**src/rtl/mul_arbiter_pkg.sv**
```systemverilog
// Shared definitions for the multiplier arbiter: FSM state encoding and
// default sizes.
package mul_arbiter_pkg;

  localparam int DEF_WIDTH   = 8;
  localparam int DEF_NUM_REQ = 4;

  typedef enum logic [1:0] {
    ST_IDLE = 2'd0,
    ST_RUN  = 2'd1,
    ST_DONE = 2'd2
  } state_t;

endpackage

```
**src/rtl/mul_seq_core.sv**
```systemverilog
// Iterative shift-add multiplier, one partial product per cycle.
// product is the next accumulator value; it is the full product while done.
module mul_seq_core
  import mul_arbiter_pkg::*;
#(
  parameter int WIDTH = DEF_WIDTH
) (
  input  logic               clk,
  input  logic               reset,
  input  logic               start,
  input  logic [WIDTH-1:0]   a,
  input  logic [WIDTH-1:0]   b,
  output logic               busy,
  output logic               done,
  output logic [2*WIDTH-1:0] product
);

  localparam int CW = (WIDTH > 1) ? $clog2(WIDTH) : 1;

  logic [2*WIDTH-1:0] ma;
  logic [2*WIDTH-1:0] acc;
  logic [WIDTH-1:0]   mb;
  logic [CW-1:0]      cnt;
  logic               run;

  assign product = acc + (mb[0] ? ma : '0);
  assign busy    = run;
  assign done    = run && (cnt == CW'(WIDTH - 1));

  always_ff @(posedge clk) begin
    if (reset) begin
      ma  <= '0;
      mb  <= '0;
      acc <= '0;
      cnt <= '0;
      run <= 1'b0;
    end else if (start) begin
      ma  <= {{WIDTH{1'b0}}, a};
      mb  <= b;
      acc <= '0;
      cnt <= '0;
      run <= 1'b1;
    end else if (run) begin
      acc <= product;
      ma  <= ma << 1;
      mb  <= mb >> 1;
      cnt <= cnt + 1'b1;
      if (done) run <= 1'b0;
    end
  end

endmodule

```
**src/rtl/mul_arbiter.sv**
```systemverilog
// Round-robin arbiter sharing one shift-add multiplier between requesters.
// Define MUL_ARB_HIGH_EN to add the result_hi and ovf outputs.
module mul_arbiter
  import mul_arbiter_pkg::*;
#(
  parameter int NUM_REQ = DEF_NUM_REQ,
  parameter int WIDTH   = DEF_WIDTH
) (
  input  logic                     clk,
  input  logic                     reset,
  input  logic [NUM_REQ-1:0]       req,
  input  logic [NUM_REQ*WIDTH-1:0] a_in,
  input  logic [NUM_REQ*WIDTH-1:0] b_in,
  output logic [NUM_REQ-1:0]       grant,
  output logic [NUM_REQ-1:0]       done,
  output logic [WIDTH-1:0]         result,
`ifdef MUL_ARB_HIGH_EN
  output logic [WIDTH-1:0]         result_hi,
  output logic                     ovf,
`endif
  output logic                     busy
);

  localparam int IW = (NUM_REQ > 1) ? $clog2(NUM_REQ) : 1;
  localparam logic [NUM_REQ-1:0] ONE = NUM_REQ'(1);

  state_t             state;
  state_t             state_nxt;
  logic [IW-1:0]      ptr;
  logic [IW-1:0]      owner;
  logic [IW-1:0]      pick;
  logic               found;
  logic               start;
  logic [WIDTH-1:0]   op_a;
  logic [WIDTH-1:0]   op_b;
  logic               core_busy;
  logic               core_done;
  logic [2*WIDTH-1:0] product;

  // First requester at or after the pointer, wrapping around.
  always_comb begin
    int idx;
    idx   = 0;
    pick  = '0;
    found = 1'b0;
    for (int k = 0; k < NUM_REQ; k++) begin
      idx = int'(ptr) + k;
      if (idx >= NUM_REQ) idx = idx - NUM_REQ;
      if (!found && req[idx]) begin
        pick  = IW'(idx);
        found = 1'b1;
      end
    end
  end

  assign op_a = a_in[pick*WIDTH +: WIDTH];
  assign op_b = b_in[pick*WIDTH +: WIDTH];

  always_comb begin
    state_nxt = state;
    start     = 1'b0;
    unique case (state)
      ST_IDLE: begin
        if (found) begin
          state_nxt = ST_RUN;
          start     = 1'b1;
        end
      end
      ST_RUN:  if (core_done) state_nxt = ST_DONE;
      ST_DONE: state_nxt = ST_IDLE;
      default: state_nxt = ST_IDLE;
    endcase
  end

  always_ff @(posedge clk) begin
    if (reset) begin
      state     <= ST_IDLE;
      ptr       <= '0;
      owner     <= '0;
      result    <= '0;
`ifdef MUL_ARB_HIGH_EN
      result_hi <= '0;
`endif
    end else begin
      state <= state_nxt;
      if (start) begin
        owner <= pick;
        ptr   <= (pick == IW'(NUM_REQ - 1)) ? '0 : pick + 1'b1;
      end
      // Final step of the core: capture so result is visible in DONE.
      if (state == ST_RUN && core_done) begin
        result    <= product[WIDTH-1:0];
`ifdef MUL_ARB_HIGH_EN
        result_hi <= product[2*WIDTH-1:WIDTH];
`endif
      end
    end
  end

  assign busy  = (state != ST_IDLE);
  assign grant = busy ? (ONE << owner) : '0;
  assign done  = (state == ST_DONE) ? grant : '0;

`ifdef MUL_ARB_HIGH_EN
  assign ovf = |result_hi;

  logic unused_core;
  assign unused_core = core_busy;
`else
  logic unused_core;
  assign unused_core = ^{core_busy, product[2*WIDTH-1:WIDTH]};
`endif

  mul_seq_core #(
    .WIDTH(WIDTH)
  ) u_core (
    .clk    (clk),
    .reset  (reset),
    .start  (start),
    .a      (op_a),
    .b      (op_b),
    .busy   (core_busy),
    .done   (core_done),
    .product(product)
  );

endmodule

```
**config.mk**
```make
export PLATFORM = sky130hd
export DESIGN_NAME = mul_arbiter
export DESIGN_NICKNAME = d
export VERILOG_FILES = /design/src/rtl/mul_arbiter_pkg.sv /design/src/rtl/mul_seq_core.sv /design/src/rtl/mul_arbiter.sv
export SDC_FILE = /design/constraint.sdc
export NUM_CORES = 1
export LEC_CHECK = 0
export CAP_MARGIN = 20
export CORE_MARGIN = 3
export CORE_UTILIZATION = 51
export DETAILED_ROUTE_END_ITERATION = 8
export PLACE_DENSITY = 0.87
export SLEW_MARGIN = 0
export SYNTH_ARGS = -nofsm -noshare
export SYNTH_HDL_FRONTEND = slang
export SYNTH_SLANG_ARGS = --single-unit
```
**constraint.sdc**
```tcl
create_clock -name clk -period 3.4 [get_ports clk]
set_clock_uncertainty 0.15 [all_clocks]
set_input_delay 0.68 -clock clk [delete_from_list [all_inputs] [get_ports clk]]
set_output_delay 0.68 -clock clk [all_outputs]
set_load 0.02 [all_outputs]
```
# Yosys cells after proc, flatten, opt, wreduce, memory -nomap -nowiden
# Cells that the tools add are included.
[classes] n_addsub=10 mul=0 n_div=0 order_cmp=8 eq_ne=6 shifts=3 n_mux=40 n_bitwise=0 n_reduce_logical=13
[ops] cell="$lt A32 B4 Y1 const B" n=4
[ops] cell="$mux W32" n=4
[ops] cell="$shiftx A32 B6 Y8" n=2
[ops] cell="$mux W8" n=4
[ops] cell="$mux W1" n=17
[ops] cell="$add A16 B16 Y16" n=1
[ops] cell="$mux W16" n=1
[ops] cell="$mux W2" n=7
[ops] cell="$sub A3 B3 Y4 const B" n=3
[ops] cell="$ge A3 B3 Y1 const B" n=3
[ops] cell="$bmux W1 S2" n=4
[ops] cell="$mux W4" n=2
[ops] cell="$add A2 B2 Y3 const B" n=2
[ops] cell="$logic_and A1 B1 Y1" n=5
[ops] cell="$eq A2 B2 Y1 const B" n=2
[ops] cell="$ne A2 B2 Y1 const B" n=2
[ops] cell="$pmux W2 S2" n=1
[ops] cell="$reduce_bool A2 Y1" n=2
[ops] cell="$shl A1 B2 Y4 const A" n=1
[ops] cell="$sub A2 B3 Y4 const B" n=1
[ops] cell="$add A2 B1 Y3 const B" n=1
[ops] cell="$add A3 B1 Y3 const B" n=1
[ops] cell="$eq A3 B3 Y1 const B" n=1
[ops] cell="$ge A2 B3 Y1 const B" n=1
[ops] cell="other kinds (6)" n=8
[word_totals] register_bits=58 latchBits=0 ram_bits=0 mem_bits_ro=0 input_bits=70 out_inout_bits=17 wordCells=90 mem_count=0

# Longest topological paths before layout
# Gate-level depths: netlist of run 1.
[depth] word_depth=18 mapped_depth=9 ltp_nobuf=9

# Cells and area by module
# From an unflattened synthesis of run 1, not the netlist that was laid out.
[hier_totals] cells_unflattened=437 area_unflattened_um2=3823.7
[by_module_without_submodules] mod="mul_seq_core" n_inst=1 cells_per_inst=307 area_per_inst_um2=2641.3 seq_area_each_um2=880.8
[by_module_without_submodules] mod="mul_arbiter" n_inst=1 cells_per_inst=130 area_per_inst_um2=1182.4 seq_area_each_um2=280.3

# Worst setup path before layout of run 1
# No wires, ideal clock.
[synth_path] kind="register to register" from="reg u_core.mb[0]" to="reg u_core.acc[6]" setup_ns=0.106 t_arrival_ns=1.938 t_required_ns=3.144 setup_slack_ns=1.206 stages_incl_launch_ff=10 n_path_buf=0 synth_period_minus_slack_ns=2.194 path_cell_list="dfxtp_1 -> and2_1 -> ha_1 -> inv_1 -> fa_1 -> nor2b_1 -> o31a_1 -> o21a_1 -> or4_1 -> o311ai_0"
[synth_via] elab_chain_len=2
[synth_lines] item="start, declared" line="mul_seq_core.sv:22" source="logic [WIDTH-1:0] mb;"
[synth_lines] item="start signal, assigned" line="mul_seq_core.sv:46" source="mb <= mb >> 1;"
[synth_lines] item="$mux W16" line="mul_seq_core.sv:26" source="assign product = acc + (mb[0] ? ma : '0);"
[synth_lines] item="$add A16 B16 Y16" line="mul_seq_core.sv:26"
[synth_lines] item="end signal, assigned" line="mul_seq_core.sv:44" source="acc <= product;"
[synth_lines] item="end, declared" line="mul_seq_core.sv:21" source="logic [2*WIDTH-1:0] acc;"
# Every way passes these cells.
# A chain may end at the register's enable or synchronous reset.

# Final worst setup path of run 1
[layout_path] from="in req[2]" to="reg u_core.mb[7]"
[layout_via] elab_chain_len=16 elab_cells_between_ends=31 classes_between="shift (1); mux (23); reduce/logical (7)"
[layout_lines] item="start, declared" line="mul_arbiter.sv:11" source="input logic [NUM_REQ-1:0] req,"
[layout_lines] item="branches (longest 16 deep; another with $bmux W1 S2)"
# Several ways; the timed one is not identified. The select of a mux whose other input is x is not followed.

==> flow_summary_export.csv, run 1 <==
group,metric,value,unit
outcome,status,"finished clean",
job,drv_cap,0,
floorplanning,die-area,0.006293,mm²
logic_synthesis,synthArstFlopShare,0,%
setup_path,cp.arrival,2800,ps
global_route,grt_pass1_vias,2798,
setup_path,cp_max_fo,23,
setup_path,ff2ff_path_depth,9,
clock_tree,numCtsBuffers,5,
pwr,pwr_density_cell,367.1,mW/mm²
detailed_routing,drcViolationCount,0,
logic_synthesis,synth_cell_types,54,
logic_synthesis,netlist_instances,330,
setup_path,rr_startpoint,"u_core.mb[0]",
clock_tree,cts_root_buffer,"clkbuf_8",
pwr,p_leak,1.494,nW
detailed_routing,first_pass_iters,4,
setup_path,rrSetupSlack,940,ps
finish,final_cell_mix,"86 x clkdlybuf4s50_1, 42 x dfxtp_1, 35 x nor2_1, 28 x nand2_1, 24 x a21oi_1",
finish,final_common_cell,"clkdlybuf4s50_1",
global_route,antenna_found_initial,0,
logic_synthesis,synth_edf_count,0,
detailed_routing,via_per_inst,5.670,
detailed_routing,wirelength,7.676,mm
clock_tree,worstSkewPairLatency,300,ps
worst_hold_path,holdPathEnd,"result[0]",
clock_tree,cts_resized,0,
pwr,switching_share,29.80,%
timing,min_period_over_period,81.14,%
timing,slew_headroom,37.72,%
pwr,p_int,0.9646,mW
floorplanning,start_util,53.36,%
placement,hpwl,6.058,mm
clock_tree,cts.sinks,42,
timing,setup_viol,0,
global_route,grt_max_degree,32,
worst_hold_path,hold_depth,2,
logic_synthesis,avgSynthCellArea,8.311,µm²
floorplanning,io_pins,87,
logic_synthesis,syn_nets,410,
clock_tree,h-tree-depth,2,
clock_tree,cts_tree,"done",
pwr,p_seq_share,41.4,%
clock_tree,ctsHoldBuffers,0,
worst_hold_path,holdCritPathClass,"reg -> reg",
timing,rsz0062_at_grt,"no",
pwr,p_switching,0.4095,mW
finish,fin_nets,491,
detailed_routing,wire_per_inst,15.93,µm
finish,antenna_cells,0,
setup_path,critPathKind,"in -> reg",
detailed_routing,drtAntennaViolNets,0,
logic_synthesis,ys_ff_latch,42,
timing,fin_setup_tns,0,ps
floorplanning,core,0.005140,mm²
setup_path,critical_path.startpoint_type,"input pin",
clock_tree,clk_pin_slew,80,ps
finish,postLayoutCoreUtil,72.83,%
finish,drive_above_1_share,9.223,%
pwr,clockPowerShare,28.3,%
logic_synthesis,yosysSeqAreaShare,30.66,%
setup_path,cp.required,3440,ps
floorplanning,rows,26,
finish,area_delta_synth_final,36.50,%
worst_hold_path,worstHoldStart,"result[0]",
setup_path,reg2reg_to,"u_core.acc[6]",
detailed_routing,num_vias,2733,
floorplanning,die_h,79.33,µm
global_route,grt_pass1_wl,13.01,mm
pwr,ir_drop,0.2007,mV
floorplanning,die_w,79.33,µm
timing,slew_violations,0,
logic_synthesis,ys_warn_count,0,
detailed_routing,drt_iter0_drc,127,
global_route,track_usage,26.07,%
clock_tree,cts_max_path_buffers,2,
pwr,combPwrFrac,30.4,%
timing,max_freq,0.3625,GHz
clock_tree,cts_setup_buffers,0,
placement,portBuffers,86,
logic_synthesis,syn_area,0.002743,mm²
timing,min_period,2759,ps
setup_path,critPathCaptureType,"register",
timing,hold_viol,0,
logic_synthesis,ys.flop_type,"dfxtp_1",
timing,worst_slew_pin_slew,930.1,ps
placement,place_congestion,0.8597,
global_route,grt-ovfl-total,0,
cell type report:
cell class,instances,area (µm²)
tap,70,87.58
clock inverter,3,40.04
sequential,42,840.8
multi-input combinational,261,1767
fill,429,1396
clock buffer,5,68.82
inverter,9,33.78
timing repair buffer,92,905.9
flip-flops by register name, summed over array words and instances, names as in the netlist:
register and flops:
result 8, u_core.acc 8, u_core.ma 8, u_core.mb 8, u_core.cnt 3, owner 2, ptr 2, state 2
u_core.busy 1
kinds of logic after synthesis:
kind of cell / synth area share (%)
compound gates: 21.53
fa+ha+maj: 4.836
simple gates: 21.58
buf+inv: 4.927
flops: 30.66
xor+xnor: 2.235
mux: 14.23
worst max-delay path by stage:
stage | slack, ps | endpoint | from | cells past startpoint
global route | 510 | u_core.ma[4] | req[1] | 6
finish | 640 | u_core.mb[7] | req[2] | 6
global placement | 420 | u_core.mb[7] | req[2] | 6
CTS | 680 | u_core.mb[7] | req[2] | 6
detailed placement | 350 | u_core.mb[7] | req[2] | 6
floorplan | 1210 | u_core.acc[6] | u_core.mb[0] | 9
layer usage:
layer | part of all wire [%] | global-route usage [%] | routed length [µm]
met1 | 44 | 31.45 | 3363
met2 | 48 | 44.53 | 3678
met3 | 5.6 | 6.576 | 433
met4 | 2.6 | 9.622 | 199
met5 | 0 | 0 | 0
synth_stat cells (2+ instances only):
cell type | n | area share (%)
a211o_1 | 7 | 2.2
a211oi_1 | 9 | 2.5
a21o_1 | 2 | 0.55
a21oi_1 | 24 | 4.4
a221o_1 | 2 | 0.73
a311oi_1 | 6 | 1.9
a31oi_1 | 2 | 0.46
and2_1 | 7 | 1.6
and3_1 | 5 | 1.1
buf_2 | 9 | 1.6
buf_6 | 3 | 1.2
clkbuf_1 | 5 | 0.68
dfxtp_1 | 42 | 31
ha_1 | 9 | 4.1
inv_1 | 9 | 1.2
mux2_2 | 12 | 4.9
mux2_4 | 5 | 2.7
mux2i_1 | 18 | 6.6
nand2_1 | 28 | 3.8
nand2b_1 | 7 | 1.6
nand3_1 | 14 | 2.6
nor2_1 | 35 | 4.8
nor2b_1 | 3 | 0.68
nor3_1 | 8 | 1.5
o21a_1 | 2 | 0.55
o21ai_0 | 20 | 3.6
o221ai_1 | 2 | 0.64
o311ai_0 | 2 | 0.64
o31ai_1 | 2 | 0.55
or3_1 | 2 | 0.46
xnor2_1 | 4 | 1.3
xor2_1 | 3 | 0.96
metrics by stage:
stage | power (mW) | worst slack, ps | instances | hold slack (ps) | area (µm²)
after floorplan | 0.8435 | 1206 | 330 | 304.7 | 2743
after global placement | 0.9788 | 421.6 | 474 | 292.9 | 3635
after detailed placement | 0.9904 | 351.4 | 474 | 303.0 | 3635
after CTS | 1.378 | 677.4 | 482 | 314.2 | 3744
after global routing | 1.445 | 512.0 | 482 | 342.4 | 3744
final | 1.374 | 641.1 | 482 | 309.0 | 3744
critical path: stages:
cell             delay [ps]
clkdlybuf4s50_1         560
nand2b_1                120
a21o_1                  360
nand2_4                 350
mux2_2                  370
a221o_1                 350
power groups by stage:
stage,logic (mW),registers [mW],clock network [mW]
6_report,0.417,0.569,0.388
5_1_grt,0.456,0.574,0.415
4_1_cts,0.415,0.568,0.395
3_5_place_dp,0.412,0.579,0
3_3_place_gp,0.403,0.576,0
2_1_floorplan,0.277,0.567,0
Note: power is estimated with default switching activity, not from simulation.
==> inputs of run 2 (changes only) <==
Settings changed: CORE_UTILIZATION 51 to 42, PLACE_DENSITY 0.87 to 0.76.
Clock period 3.4 ns to 2.3 ns, I/O delays scaled along.
==> run 2 against run 1 <==
Sequential share of layout area is 1.3 points lower. Setup slack got worse by 610 ps. First-iteration DRC count decreased by 19%. Worst hold slack worse by 4.7 ps. Count of clock-buffer cells in the layout rose by 2. Largest power group unchanged. Clock power is 29% higher. Sequential power grew 48%. Combinational power rose by 64%. Via count rose by 3.7%. Non-clock buffer count increased by 26. Cell count increased by 6.4%. Cell area up 6.7%.
==> flow_summary_export.csv, run 2 (synthesized netlist as in run 1, its figures left out) <==
group,metric,value,unit
global_route,grt_max_degree,23,
setup_path,cp_cell_sequence,"and2_1 > ha_2 > inv_2 > fa_2 > nor2b_1 > o31a_1 > o21a_1 > or4_4 > o311ai_2",
detailed_routing,drcViolationCount,0,
global_route,grt_pass1_vias,2854,
timing,min_period_over_period,98.71,%
finish,fin_cells,513,
setup_path,endpoint,"u_core.acc[6]",
outcome,status,"finished clean",
timing,min_period,2270,ps
setup_path,crit_family,"simple AND/OR/NAND/NOR gates",
detailed_routing,via_per_inst,5.522,
setup_path,path_depth,9,
pwr,ir_drop,0.3903,mV
pwr,p_seq_share,41.5,%
timing,holdWs,304.3,ps
detailed_routing,wire_per_inst,14.82,µm
clock_tree,h-tree-depth,2,
timing,hold_viol,0,
floorplanning,core,0.006131,mm²
detailed_routing,drtAntennaViolNets,0,
clock_tree,cts.sinks,42,
finish,fin_nets,517,
timing,slew_headroom,73.75,%
clock_tree,clk_pin_slew,80,ps
setup_path,critical_path.startpoint_type,"register",
pwr,switching_share,30.59,%
timing,max_freq,0.4405,GHz
pwr,clockPowerShare,24.7,%
pwr,combPwrFrac,33.8,%
floorplanning,rows,28,
finish,final_cell_mix,"81 x clkdlybuf4s50_1, 41 x dfxtp_1, 35 x nor2_1, 32 x buf_4, 27 x nand2_1",
pwr,p_int,1.406,mW
setup_path,cp.required,2360,ps
timing,rsz0062_at_grt,"yes",
finish,area_delta_synth_final,45.67,%
setup_path,cp_slowest_stage_delay,480,ps
detailed_routing,num_vias,2833,
placement,hpwl,6.137,mm
setup_path,rrSetupSlack,30,ps
clock_tree,ctsHoldBuffers,0,
setup_path,critPathSlowestCell,"or4_4",
floorplanning,start_util,44.73,%
finish,antenna_cells,0,
job,drv_cap,0,
floorplanning,die_h,86.81,µm
floorplanning,io_pins,87,
clock_tree,cts_root_buffer,"clkbuf_8",
clock_tree,cts_max_path_buffers,2,
placement,place_congestion,0.8644,
detailed_routing,drt_iter0_drc,103,
global_route,track_usage,21.14,%
setup_path,rr_startpoint,"u_core.mb[0]",
setup_path,critPathKind,"reg -> reg",
setup_path,cp.arrival,2330,ps
detailed_routing,wirelength,7.601,mm
pwr,p_leak,1.701,nW
finish,drive_above_1_share,17.35,%
timing,worst_slew_pin_slew,392.5,ps
timing,slew_violations,0,
floorplanning,die-area,0.007536,mm²
setup_path,cp_max_fo,8,
finish,final_common_cell,"clkdlybuf4s50_1",
placement,dpl_cell_area,0.003836,mm²
global_route,grt_pass1_wl,12.83,mm
pwr,p_total,2.025,mW
setup_path,critPathCaptureType,"register",
detailed_routing,first_pass_iters,4,
setup_path,crit_buf_inv,1,
pwr,pwr_density_cell,507.0,mW/mm²
finish,postLayoutCoreUtil,65.16,%
setup_path,reg2reg_to,"u_core.acc[6]",
clock_tree,numCtsBuffers,5,
clock_tree,worstSkewPairLatency,300,ps
pwr,p_switching,0.6196,mW
setup_path,startpoint,"u_core.mb[0]",
placement,portBuffers,86,
finish,stdcell_area,0.003995,mm²
clock_tree,cts_setup_buffers,0,
global_route,grt-ovfl-total,0,
worst_hold_path,holdCritPathClass,"reg -> reg",
global_route,antenna_found_initial,0,
setup_path,ff2ff_path_depth,9,
timing,setup_viol,0,
placement,dp_cells,505,
floorplanning,die_w,86.81,µm
clock_tree,cts_tree,"done",
## run 2: cell count changes in the layout (fill, tap and decap cells not counted), sizes merged
cell | previous run | this run
buf | 6 | 32
bufinv | 1 | 0
clkinv | 2 | 1
clkbuf | 5 | 7
clkdlybuf4s50 | 86 | 81
dlymetal6s2s | 0 | 5
## run 2: power groups by stage
stage                     sequential [mW]  clock, mW  combinational, mW
after floorplan                     0.838          0              0.409
after global placement              0.853          0              0.656
after detailed placement            0.853          0              0.672
after CTS                           0.837      0.507              0.677
after global routing                0.847      0.540              0.750
final                               0.840      0.501              0.685
## run 2: area by class of cell
cell class / count / area, µm²
flip-flops and latches: 42 / 844.6
clock inverters: 1 / 5.005
inverters: 9 / 33.78
well taps: 75 / 93.84
repair buffers: 118 / 1114
multi-input cells: 261 / 1818
fillers: 511 / 2136
clock buffers: 7 / 86.33
## run 2: worst min-delay path by stage
stage | startpoint | end | slack [ps] | depth (start not counted)
final | result[3] | result[3] | 300 | 2
after global placement | result[2] | result[2] | 290 | 2
after CTS | result[3] | result[3] | 310 | 2
after floorplan | u_core.mb[7] | u_core.mb[7] | 300 | 1
after global routing | result[4] | result[4] | 320 | 2
after detailed placement | result[3] | result[3] | 300 | 2
## run 2: what timing repair did
item / CTS / global route
gates resized for setup: 3 / 20
pin swaps: 0 / 3
setup endpoints to repair: 4 / 19
## run 2: routing by layer
layer  vias up  share of wire (%)  global-route usage (%)
met4         0                1.6                   6.516
li1       1412                  -                       -
met2       100                 48                   36.58
met3        13                6.1                   4.183
met1      1308                 44                   26.28
met5         -                  0                       0
## run 2: worst min-delay path, stage by stage (launching register included)
cell,delay (ps)
dfxtp_1,310
nand2_1,50
a21oi_1,50
## run 2: metrics by stage
stage / setup TNS [ps] / setup WS, ps
finish: 0 / 29.75
global route: -49.03 / -49.03
CTS: 0 / 2.981
detailed placement: -4633 / -335.2
global placement: -3027 / -225.0
floorplan: 0 / 106.1
==> inputs of run 3 (changes only) <==
Settings changed: CORE_UTILIZATION 42 to 47, PLACE_DENSITY 0.76 to 0.81.
Clock period 2.3 ns to 2.6 ns, I/O delays scaled along.
==> run 3 against run 2 <==
Non-clock buffer count is 14 lower. Setup slack better by 140 ps. Sequential power is 11% lower. Largest cell class unchanged. Fmax is 6.5% lower. Utilization is 4.4 points higher. Via count is 3.2% lower. Cell area is 2.9% lower. Combinational power is 16% lower.
==> flow_summary_export.csv, run 3 (synthesized netlist as in run 1, its figures left out) <==
group,metric,value,unit
setup_path,critPathCaptureType,"register",
setup_path,critPathKind,"reg -> reg",
finish,drive_above_1_share,11.79,%
floorplanning,start_util,49.20,%
setup_path,cp.arrival,2460,ps
finish,area_delta_synth_final,41.38,%
timing,max_freq,0.4119,GHz
clock_tree,cts_tree,"done",
finish,fin_nets,503,
placement,dpl_cell_area,0.003740,mm²
timing,min_period,2428,ps
floorplanning,io_pins,87,
setup_path,cp_slowest_stage_delay,460,ps
worst_hold_path,holdCritPathClass,"reg -> reg",
finish,final_cell_mix,"86 x clkdlybuf4s50_1, 42 x dfxtp_1, 35 x nor2_1, 28 x nand2_1, 24 x a21oi_1",
clock_tree,cts_setup_buffers,0,
global_route,antenna_found_initial,0,
setup_path,cp.required,2640,ps
setup_path,cp_cell_sequence,"and2_1 > ha_1 > inv_1 > fa_1 > nor2b_1 > o31a_1 > o21a_1 > or4_1 > o311ai_0",
detailed_routing,wirelength,7.463,mm
detailed_routing,drcViolationCount,0,
timing,hold_viol,0,
timing,slew_violations,0,
detailed_routing,drtAntennaViolNets,0,
setup_path,critical_path.startpoint_type,"register",
detailed_routing,drt_iter0_drc,106,
timing,slew_headroom,50.97,%
clock_tree,clk_pin_slew,90,ps
timing,rsz0062_at_grt,"no",
clock_tree,cts_max_path_buffers,2,
finish,stdcell_area,0.003877,mm²
detailed_routing,num_vias,2741,
outcome,status,"finished clean",
floorplanning,die_h,82.39,µm
clock_tree,worstSkewPairLatency,300,ps
global_route,grt_pass1_wl,12.09,mm
clock_tree,cts_resized,0,
pwr,pwr_density_cell,501.8,mW/mm²
detailed_routing,via_per_inst,5.526,
placement,portBuffers,86,
global_route,grt-ovfl-total,0,
timing,min_period_over_period,93.37,%
floorplanning,die-area,0.006788,mm²
setup_path,cp_max_fo,9,
detailed_routing,wire_per_inst,15.05,µm
finish,antenna_cells,0,
floorplanning,die_w,82.39,µm
timing,fin_ws,172.3,ps
finish,num-fill-cells,444,
clock_tree,cts_root_buffer,"clkbuf_8",
global_route,grt_max_degree,29,
timing,setup_viol,0,
global_route,grt_pass1_vias,2708,
placement,place_congestion,0.8238,
placement,hpwl,5.980,mm
pwr,p_leak,1.566,nW
placement,pre_cts_ws,-53.31,ps
clock_tree,cts.sinks,42,
clock_tree,numCtsBuffers,5,
floorplanning,core,0.005574,mm²
pwr,p_total,1.946,mW
clock_tree,h-tree-depth,2,
job,drv_cap,0,
clock_tree,ctsHoldBuffers,0,
global_route,track_usage,22.91,%
floorplanning,rows,27,
setup_path,critPathSlowestCell,"or4_1",
finish,final_common_cell,"clkdlybuf4s50_1",
timing,worst_slew_pin_slew,735.5,ps
detailed_routing,first_pass_iters,4,
pwr,ir_drop,0.2480,mV
timing,holdWs,313.2,ps
[run 3: report_power, final]
part	switching, mW	internal [mW]	leakage [nW]	total, mW
Sequential	0.0480	0.697	0.344	0.745
Combinational	0.265	0.312	1.15	0.577
Clock	0.239	0.385	0.0683	0.623
Total	0.551	1.39	1.57	1.95
[run 3: final cells by class]
type                            count  area (µm²)  area share, %
Sequential cell                    42       840.8          21.68
Clock buffer                        5       68.82          1.775
Inverter                            9       33.78         0.8712
Timing Repair Buffer              104        1008          26.01
Clock inverter                      3       68.82          1.775
Multi-Input combinational cell    261        1767          45.56
Tap cell                           72       90.09          2.323
[run 3: final timing paths]
kind                start            end  slack (ps)  depth (start not counted)
min reg2reg     result[4]      result[4]         310                          2
max reg2reg  u_core.mb[0]  u_core.acc[6]         170                          9
min             result[4]      result[4]         310                          2
max          u_core.mb[0]  u_core.acc[6]         170                          9
[run 3: metrics by stage]
step | instances | TNS, ps | util [%]
2_1_floorplan | 330 | 0 | -
3_3_place_gp | 488 | -215.1 | 67.09
3_5_place_dp | 488 | -126.4 | 67.09
4_1_cts | 496 | 0 | 69.56
5_1_grt | 496 | 0 | 69.56
6_report | 496 | 0 | 69.56
[run 3: critical path: cells and delay by family (launching register included)]
kind	cells	cell delay, ps
compound gates	3	570
simple gates	3	740
flops	1	400
buf+inv	1	70
fa+ha+maj	2	390
[run 3: routing by layer]
layer,part of all wire (%),GRT usage [%],wire [µm]
met5,0,0,0
met4,0.58,4.485,43
met3,5.3,4.664,398
met2,50,40.54,3757
met1,44,28.65,3263
